===== config.mk =====
export PLATFORM = sky130hd
export DESIGN_NAME = mant_align_pipe
export DESIGN_NICKNAME = d
export VERILOG_FILES = /design/src/rtl/mant_align_pipe.sv
export SDC_FILE = /design/constraint.sdc
export NUM_CORES = 1
export LEC_CHECK = 0
export CORE_MARGIN = 4
export CORE_UTILIZATION = 55
export DETAILED_ROUTE_END_ITERATION = 10
export GPL_TIMING_DRIVEN = 0
export PLACE_DENSITY = 0.85
export SYNTH_ARGS = -nofsm -noshare
export SYNTH_HDL_FRONTEND = slang
export SYNTH_SLANG_ARGS = --single-unit

===== constraint.sdc =====
create_clock -name clk -period 4.1 [get_ports clk]
set_input_delay 1.23 -clock clk [delete_from_list [all_inputs] [get_ports clk]]
set_output_delay 1.23 -clock clk [all_outputs]
set_load 0.02 [all_outputs]

===== src/rtl/mant_align_pipe.sv =====
// mant_align_pipe: 3-stage lane-packed align / add / normalise pipeline.
// Optional sticky output: define MANT_ALIGN_PIPE_STICKY_EN.
module mant_align_pipe #(
  parameter int LANES  = 4,
  parameter int MANT_W = 14,
  parameter int EXP_W  = 5,
  parameter int G      = 3
) (
  input  logic                          clk,
  input  logic                          rst_n,
  input  logic                          in_valid,
  output logic                          in_ready,
  input  logic [LANES-1:0]              lane_en,
  input  logic [LANES-1:0]              sign_a,
  input  logic [LANES-1:0]              sign_b,
  input  logic [LANES*EXP_W-1:0]        exp_a,
  input  logic [LANES*EXP_W-1:0]        exp_b,
  input  logic [LANES*MANT_W-1:0]       mant_a,
  input  logic [LANES*MANT_W-1:0]       mant_b,
  output logic                          out_valid,
  input  logic                          out_ready,
  output logic [LANES-1:0]              sign_o,
  output logic [LANES*(EXP_W+2)-1:0]    exp_o,
  output logic [LANES*(MANT_W+G)-1:0]   mant_o,
  output logic [LANES-1:0]              zero_o
`ifdef MANT_ALIGN_PIPE_STICKY_EN
  ,
  output logic [LANES-1:0]              sticky_o
`endif
);

  localparam int AW  = MANT_W + G;
  localparam int SW  = AW + 1;
  localparam int XW  = EXP_W + 2;
  localparam int LZW = $clog2(SW + 1);

  typedef struct packed {
    logic [AW-1:0]    big;
    logic [AW-1:0]    aln;
    logic [EXP_W-1:0] exp;
    logic             sign;
    logic             sub;
`ifdef MANT_ALIGN_PIPE_STICKY_EN
    logic             stk;
`endif
  } s1_t;

  typedef struct packed {
    logic [SW-1:0]    sum;
    logic [EXP_W-1:0] exp;
    logic             sign;
`ifdef MANT_ALIGN_PIPE_STICKY_EN
    logic             stk;
`endif
  } s2_t;

  typedef struct packed {
    logic [AW-1:0] mant;
    logic [XW-1:0] exp;
    logic          sign;
    logic          zero;
`ifdef MANT_ALIGN_PIPE_STICKY_EN
    logic          stk;
`endif
  } s3_t;

  function automatic s1_t align(
    input logic             en,
    input logic             sa,
    input logic             sb,
    input logic [EXP_W-1:0] ea,
    input logic [EXP_W-1:0] eb,
    input logic [MANT_W-1:0] ma,
    input logic [MANT_W-1:0] mb
  );
    s1_t              r;
    logic [EXP_W-1:0] d;
    logic [AW-1:0]    ext;
    r = '0;
    if (ea >= eb) begin
      d      = ea - eb;
      r.big  = {ma, {G{1'b0}}};
      ext    = {mb, {G{1'b0}}};
      r.exp  = ea;
      r.sign = sa;
    end else begin
      d      = eb - ea;
      r.big  = {mb, {G{1'b0}}};
      ext    = {ma, {G{1'b0}}};
      r.exp  = eb;
      r.sign = sb;
    end
    if (int'(d) >= AW) begin
      r.aln = '0;
`ifdef MANT_ALIGN_PIPE_STICKY_EN
      r.stk = |ext;
`endif
    end else begin
      r.aln = ext >> d;
`ifdef MANT_ALIGN_PIPE_STICKY_EN
      r.stk = |(ext & ((AW'(1) << d) - AW'(1)));
`endif
    end
    r.sub = sa ^ sb;
    if (!en) r = '0;
    return r;
  endfunction

  function automatic s2_t add(input s1_t s);
    s2_t           r;
    logic [SW-1:0] b;
    logic [SW-1:0] m;
    r      = '0;
    b      = {1'b0, s.big};
    m      = {1'b0, s.aln};
    r.exp  = s.exp;
    r.sign = s.sign;
    if (!s.sub) begin
      r.sum = b + m;
    end else if (m > b) begin
      r.sum  = m - b;
      r.sign = ~s.sign;
    end else begin
      r.sum = b - m;
    end
`ifdef MANT_ALIGN_PIPE_STICKY_EN
    r.stk = s.stk;
`endif
    return r;
  endfunction

  function automatic logic [LZW-1:0] lzc(input logic [SW-1:0] v);
    logic [LZW-1:0] r;
    r = LZW'(SW);
    for (int i = 0; i < SW; i++) begin
      if (v[i]) r = LZW'(SW - 1 - i);
    end
    return r;
  endfunction

  function automatic s3_t norm(input s2_t s);
    s3_t            r;
    logic [LZW-1:0] lz;
    logic [SW-1:0]  sh;
    r  = '0;
    lz = lzc(s.sum);
    sh = s.sum << lz;
    if (s.sum == '0) begin
      r.zero = 1'b1;
`ifdef MANT_ALIGN_PIPE_STICKY_EN
      r.stk  = s.stk;
`endif
    end else begin
      r.mant = sh[SW-1:1];
      r.exp  = XW'(s.exp) + XW'(1) - XW'(lz);
      r.sign = s.sign;
`ifdef MANT_ALIGN_PIPE_STICKY_EN
      r.stk  = s.stk | sh[0];
`endif
    end
    return r;
  endfunction

  logic s1_valid;
  logic s2_valid;
  logic s1_adv;
  logic s2_adv;
  logic s2_load;
  logic s3_ready;

  s1_t [LANES-1:0] s1_d;
  s1_t [LANES-1:0] s1_q;
  s2_t [LANES-1:0] s2_d;
  s2_t [LANES-1:0] s2_q;
  s3_t [LANES-1:0] s3_d;
  s3_t [LANES-1:0] s3_q;

  assign s3_ready = !out_valid || out_ready;
  assign s2_adv   = s2_valid && s3_ready;
  assign s2_load  = !s2_valid || s2_adv;
  assign s1_adv   = s1_valid && s2_load;
  assign in_ready = !s1_valid || s1_adv;

  // per-lane datapath for all three stages
  always_comb begin
    s1_d = '0;
    s2_d = '0;
    s3_d = '0;
    for (int i = 0; i < LANES; i++) begin
      s1_d[i] = align(lane_en[i], sign_a[i], sign_b[i],
                      exp_a[i*EXP_W +: EXP_W],
                      exp_b[i*EXP_W +: EXP_W],
                      mant_a[i*MANT_W +: MANT_W],
                      mant_b[i*MANT_W +: MANT_W]);
      s2_d[i] = add(s1_q[i]);
      s3_d[i] = norm(s2_q[i]);
    end
  end

  // stage 1: align register, loads when empty or draining
  always_ff @(posedge clk or negedge rst_n) begin
    if (!rst_n) begin
      s1_valid <= 1'b0;
      s1_q     <= '0;
    end else if (in_ready) begin
      s1_valid <= in_valid;
      if (in_valid) s1_q <= s1_d;
    end
  end

  // stage 2: add register
  always_ff @(posedge clk or negedge rst_n) begin
    if (!rst_n) begin
      s2_valid <= 1'b0;
      s2_q     <= '0;
    end else if (s2_load) begin
      s2_valid <= s1_valid;
      if (s1_valid) s2_q <= s2_d;
    end
  end

  // stage 3: normalised output register, held under backpressure
  always_ff @(posedge clk or negedge rst_n) begin
    if (!rst_n) begin
      out_valid <= 1'b0;
      s3_q      <= '0;
    end else if (s3_ready) begin
      out_valid <= s2_valid;
      if (s2_valid) s3_q <= s3_d;
    end
  end

  // unpack output register into lane-packed ports
  always_comb begin
    sign_o = '0;
    exp_o  = '0;
    mant_o = '0;
    zero_o = '0;
`ifdef MANT_ALIGN_PIPE_STICKY_EN
    sticky_o = '0;
`endif
    for (int i = 0; i < LANES; i++) begin
      sign_o[i]           = s3_q[i].sign;
      exp_o[i*XW +: XW]   = s3_q[i].exp;
      mant_o[i*AW +: AW]  = s3_q[i].mant;
      zero_o[i]           = s3_q[i].zero;
`ifdef MANT_ALIGN_PIPE_STICKY_EN
      sticky_o[i]         = s3_q[i].stk;
`endif
    end
  end

endmodule


# Yosys cells after proc, flatten, opt, wreduce, memory -nomap -nowiden
# Index checks and enable logic that the tools add are counted.
[totals]
regBits = 367
out_inout_bits = 106
elab_cells = 242
inputBits = 168
[op_classes]
n_reduce_logical = 15
bitwise = 8
n_lt_le_gt_ge = 12
n_shift = 8
mux = 120
add_sub_neg = 28
[ops]
columns = ["cell", "count"]
rows = [
  ["5-bit 2-to-1 mux", 72],
  ["17-bit 2-to-1 mux", 12],
  ["41-bit 2-to-1 mux", 4],
  ["18-bit 2-to-1 mux", 8],
  ["17-bit by 17-bit subtractor with 18-bit output", 8],
  ["25-bit 2-to-1 mux", 4],
  ["17-bit by 17-bit adder with 18-bit output", 4],
  ["18-bit logical NOT", 4],
  ["18-bit by 5-bit left shift with 18-bit output", 4],
  ["17-bit greater-than comparator", 4],
  ["17-bit by 5-bit >> shifter with 17-bit output", 4],
  ["5-bit subtractor", 8],
  ["6-bit by 5-bit subtractor with 7-bit output", 4],
  ["5-bit by 1-bit adder with 6-bit output (second input constant)", 4],
  ["6-bit 2-to-1 mux", 4],
  ["5-bit >= comparator", 4],
  ["5-bit >= comparator (second input constant)", 4],
  ["1-bit 2-to-1 mux", 12],
  ["2-bit 2-to-1 mux", 4],
  ["2-bit AND reduction", 3],
  ["1-bit NOT", 4],
  ["1-bit XOR", 4],
  ["1-bit logical NOT", 3],
  ["1-bit logical OR", 3],
  ["1-bit logical AND", 2],
]

# Longest topological paths before layout
[logic_depth]
depth_word = 20
depth_mapped = 17
mapped_depth_nobuf = 15

# Least setup slack after synthesis
# OpenSTA, ideal clock, no wires.
[synth_timing]
path_type = "input port to flip-flop"
start = "input port exp_a[5]"
end = "register s1_q[50] (netlist bit)"
t_required_ps = 3974
path_buffers = 4
slack_ps = 122
path_stages = 14
t_arrival_ps = 3852
path_cell_list = "inv_1 ha_1 buf_4 nand2b_1 a21o_1 a21oi_2 o21a_1 buf_4 mux2i_1 buf_2 buf_2 mux2i_1 mux2i_1 a221o_1"
[synth_between]
elab_chain_cells = 5
[synth_rtl]
columns = ["element", "line", "text"]
rows = [
  ["start: declaration", "16", "input logic [LANES*EXP_W-1:0] exp_a,"],
  ["5-bit subtractor, or another cell as far along", "87", "d = eb - ea;"],
  ["5-bit 2-to-1 mux or 17-bit 2-to-1 mux (tied branches)", "80", "if (ea >= eb) begin"],
  ["17-bit by 5-bit >> shifter with 17-bit output or 5-bit >= comparator (tied branches)", "99, 93", ""],
  ["17-bit 2-to-1 mux *", "93", "if (int'(d) >= AW) begin"],
  ["41-bit 2-to-1 mux *", "105", "if (!en) r = '0;"],
  ["end signal: assignment", "204", "s1_q <= '0;"],
  ["end signal: assignment", "207", "if (in_valid) s1_q <= s1_d;"],
  ["end: declaration", "172", "s1_t [LANES-1:0] s1_q;"],
]
# Every way passes the cells marked *; elsewhere a longest branch is shown, timed or not.
# A chain may end at the register's enable or synchronous reset.

# Final worst setup path
[layout_timing]
start = "input port out_ready"
end = "register s1_q[58] (netlist bit)"
[layout_between]
elab_chain_cells = 6
[layout_rtl]
columns = ["element", "line", "text"]
rows = [
  ["start: declaration", "21", "input logic out_ready,"],
  ["1-bit logical OR", "178", "assign s3_ready = !out_valid || out_ready;"],
  ["1-bit logical AND", "179", "assign s2_adv = s2_valid && s3_ready;"],
  ["1-bit logical OR", "180", "assign s2_load = !s2_valid || s2_adv;"],
  ["1-bit logical AND", "181", "assign s1_adv = s1_valid && s2_load;"],
  ["1-bit logical OR", "182", "assign in_ready = !s1_valid || s1_adv;"],
  ["2-bit AND reduction (no source line)", "n/a", ""],
]
# Every way passes these cells.

==> results.json <==
{
  "status": "finished, violations left",
  "violations": "negative setup slack",
  "drv_slew": 0,
  "detail-route-antenna-nets": 0,
  "ys_ff_latch": 355,
  "nNetsFinal": 4310,
  "rr_endpoint": "s2_q[93]$_DFFE_PN0P_",
  "hold_violations": 0,
  "fin_crit_sh_pct": 101.0,
  "syn_inst": 3523,
  "finalWeightedCongestion": 0.9924,
  "rrSetupSlack_ns": 0.17,
  "cp_max_fo": 10,
  "holdWs_ns": 0.4662,
  "htreeDepth": 2,
  "layout_setup_ws_ns": -0.04301,
  "synth-edff-count": 0,
  "cp.arrival_ns": 4.54,
  "drv_cap": 0,
  "clk_path_buf_depth": 3,
  "dr.pass1.iters": 6,
  "async_reset_ff_share_pct": 100.0,
  "syn_to_final_growth_pct": 20.17,
  "vdd_drop_max_mv": 0.3915,
  "core_region_area_um2": 54130,
  "layout_common_cells": "nand2_1, dfrtp_1, mux2i_1",
  "fp.dieW_um": 242.3,
  "max_freq_ghz": 0.2414,
  "critPathRequiredTime_ns": 4.49,
  "rows": 85,
  "cts_tree": "yes",
  "insertion_delay_ns": 0.57,
  "vias": 29139,
  "finalPower_w": 0.02380,
  "placed_area_um2": 33880,
  "clk_pin_slew_ns": 0.06,
  "grt_usage_pct": 32.41,
  "diodes": 0,
  "layout-drive-gt1-share_pct": 8.468,
  "min_from": "s1_q[4]$_DFFE_PN0P_",
  "ys.flop_type": "dfrtp_1",
  "routed_wl_um": 100900,
  "die_h_um": 242.3,
  "final_area_um2": 36280,
  "dieArea_um2": 58710,
  "skew_ns": 0.02169,
  "grt_start_max_net_pins": 130,
  "fillers": 4328,
  "grt_pass1_wl_um": 154500,
  "final_core_util_pct": 67.02,
  "cp-start-kind": "input port",
  "period_minus_slack_ns": 4.143,
  "yosysWarnings": 0,
  "ys_types": 94,
  "max_stage_delay_ns": 0.93,
  "leakage_nw": 16.57,
  "setup_violations": 7,
  "syn_area_um2": 30190,
  "drc": 0,
  "portBuffers": 273,
  "first_global_vias": 27880,
  "overflow": 0,
  "drt-wirelength-per-cell_um": 21.90,
  "antenna_found_initial": 0,
  "critPathTopFamily": "buffers and inverters",
  "io_pins": 274,
  "crit_chain": "clkdlybuf4s50_1, nor2b_1, nand3_1, and2_1, clkbuf_1, clkbuf_1, clkbuf_1, o21ai_0",
  "final_common_cell": "nand2_1",
  "worstHoldPathCells": 2,
  "syn_avg_cell_area_um2": 8.570,
  "seq_area_frac_synth_pct": 29.42,
  "cts_hold_buf": 0,
  "timing.rr.start": "s1_q[134]$_DFFE_PN0P_",
  "worst_hold_path.endpoint": "s2_q[3]$_DFFE_PN0P_",
  "pre_cts_slack_ns": -1.045,
  "syn_nets": 3955,
  "drt_first_iter_violations": 2766,
  "path_class": "input port to register",
  "r2r_cells": 13,
  "tightest_slew_ns": 1.293,
  "dp_hpwl_um": 77290,
  "cts_sinks": 355,
  "initial_utilization_pct": 55.77,
  "via_per_inst": 6.328,
  "critPathSlowestCell": "clkbuf_1",
  "max_slew_margin_pct": 13.40,
  "hp-class": "register to register",
  "powerDensity_nw_per_um2": 655.9,
  "crit_buf_inv": 4,
  "root_buffer": "clkbuf_16",
  "endpoint_kind": "register",
  "cp_common_cell": "clkbuf_1",
  "numCtsBuffers": 41
}
through the flow:
stage	std cells	TNS [ns]
global placement	4492	-4753.74
global route	4605	-0.4344
CTS	4582	-0.02117
detailed placement	4495	-97.15
finish	4605	-0.1764
floorplan	3523	0
repair_timing:
action                                  CTS  global route
gates resized for setup                  48            84
pin swaps                                 5            14
gates cloned                              0             3
endpoints found under the setup margin   82           102
buffers inserted                         13            27
flip-flops by register name (all words and copies together), names as in the netlist:
signal     cells
exp_o         28
mant_o        68
out_valid      1
s1_q         152
s1_valid       1
s2_q          96
s2_valid       1
sign_o         4
zero_o         4
cell families (layout without fill, tap and decap cells):
group	Yosys count	count (layout)	share of synthesized area, %
simple gates	930	931	13.97
compound gates	1009	1009	21.63
fa+ha+maj	264	264	11.54
flops	355	355	29.42
mux	396	396	14.35
xor+xnor	91	91	2.764
buf+inv	478	863	6.328
area by class of cell:
type / count / area [um2] / area share (%)
Tap cell: 696 / 870.8 / 2.400
Buffer: 194 / 943.4 / 2.600
Timing Repair Buffer: 318 / 3207 / 8.839
Multi-Input combinational cell: 2691 / 19830 / 54.67
Sequential cell: 355 / 8884 / 24.48
Clock inverter: 20 / 346.6 / 0.9552
Inverter: 277 / 1040 / 2.866
Clock buffer: 54 / 1157 / 3.190
per-layer routing:
metal  track usage, %  vias up  wire (um)
met4            14.32        0       5208
met5                0        -          0
met3            6.884      268       9289
met1            42.46    14063      40630
met2            51.98     1471      45750
li1                 -    13337          -
power breakdown:
part           leakage, nW  switching [W]  internal [W]
logic                 11.3        0.00817       0.00586
registers             4.60        0.00115       0.00451
clock network        0.723        0.00155       0.00256
total                 16.6         0.0109        0.0129
worst max path at each step:
stage	start	to	slack, ns	depth (start not counted)
final	out_ready	s1_q[58]$_DFFE_PN0P_	-0.04	8
after global routing	exp_a[15]	s1_q[131]$_DFFE_PN0P_	-0.07	16
after CTS	exp_a[5]	s1_q[52]$_DFFE_PN0P_	-0.02	16
after detailed placement	exp_a[5]	s1_q[52]$_DFFE_PN0P_	-1.04	16
after global placement	rst_n	mant_o[51]$_DFFE_PN0P_	-13.21	1
after floorplan	exp_a[5]	s1_q[50]$_DFFE_PN0P_	0.12	14
worst reg2reg max path, cell delays in order (launching register included):
cell	delay [ns]
dfrtp_1	0.48
inv_1	0.16
ha_1	0.39
nor2b_1	0.18
o31a_1	0.28
o41ai_2	0.59
a2111o_1	0.29
a21o_1	0.15
buf_6	0.14
mux2i_2	0.37
a311o_1	0.28
o21ai_2	0.07
o311a_1	0.36
o211ai_1	0.09
synth_stat cells, types with 15 or more instances:
cell / instances / area share (%)
nand2_1: 365 / 4.5
dfrtp_1: 355 / 29
mux2i_1: 341 / 11
inv_1: 273 / 3.4
nor2_1: 245 / 3.0
o21ai_0: 245 / 4.1
ha_1: 240 / 9.9
a21oi_1: 236 / 3.9
clkbuf_1: 127 / 1.6
o22ai_1: 97 / 2.0
nor3_1: 69 / 1.1
xnor2_1: 56 / 1.6
a22o_1: 52 / 1.5
nand3_1: 51 / 0.85
a21o_1: 48 / 1.2
buf_2: 44 / 0.73
nand2b_1: 44 / 0.91
a211oi_1: 36 / 0.90
nor2b_1: 35 / 0.73
o21bai_1: 35 / 0.87
a31oi_1: 34 / 0.70
xor2_1: 30 / 0.87
mux2_2: 26 / 0.97
o211ai_1: 26 / 0.65
fa_1: 24 / 1.6
mux4_2: 23 / 1.7
o31ai_1: 22 / 0.55
nor4_1: 21 / 0.44
and3_1: 20 / 0.41
o21a_1: 18 / 0.45
buf_1: 15 / 0.19
nand4_1: 15 / 0.31
Power figures use the tool's default switching activity.
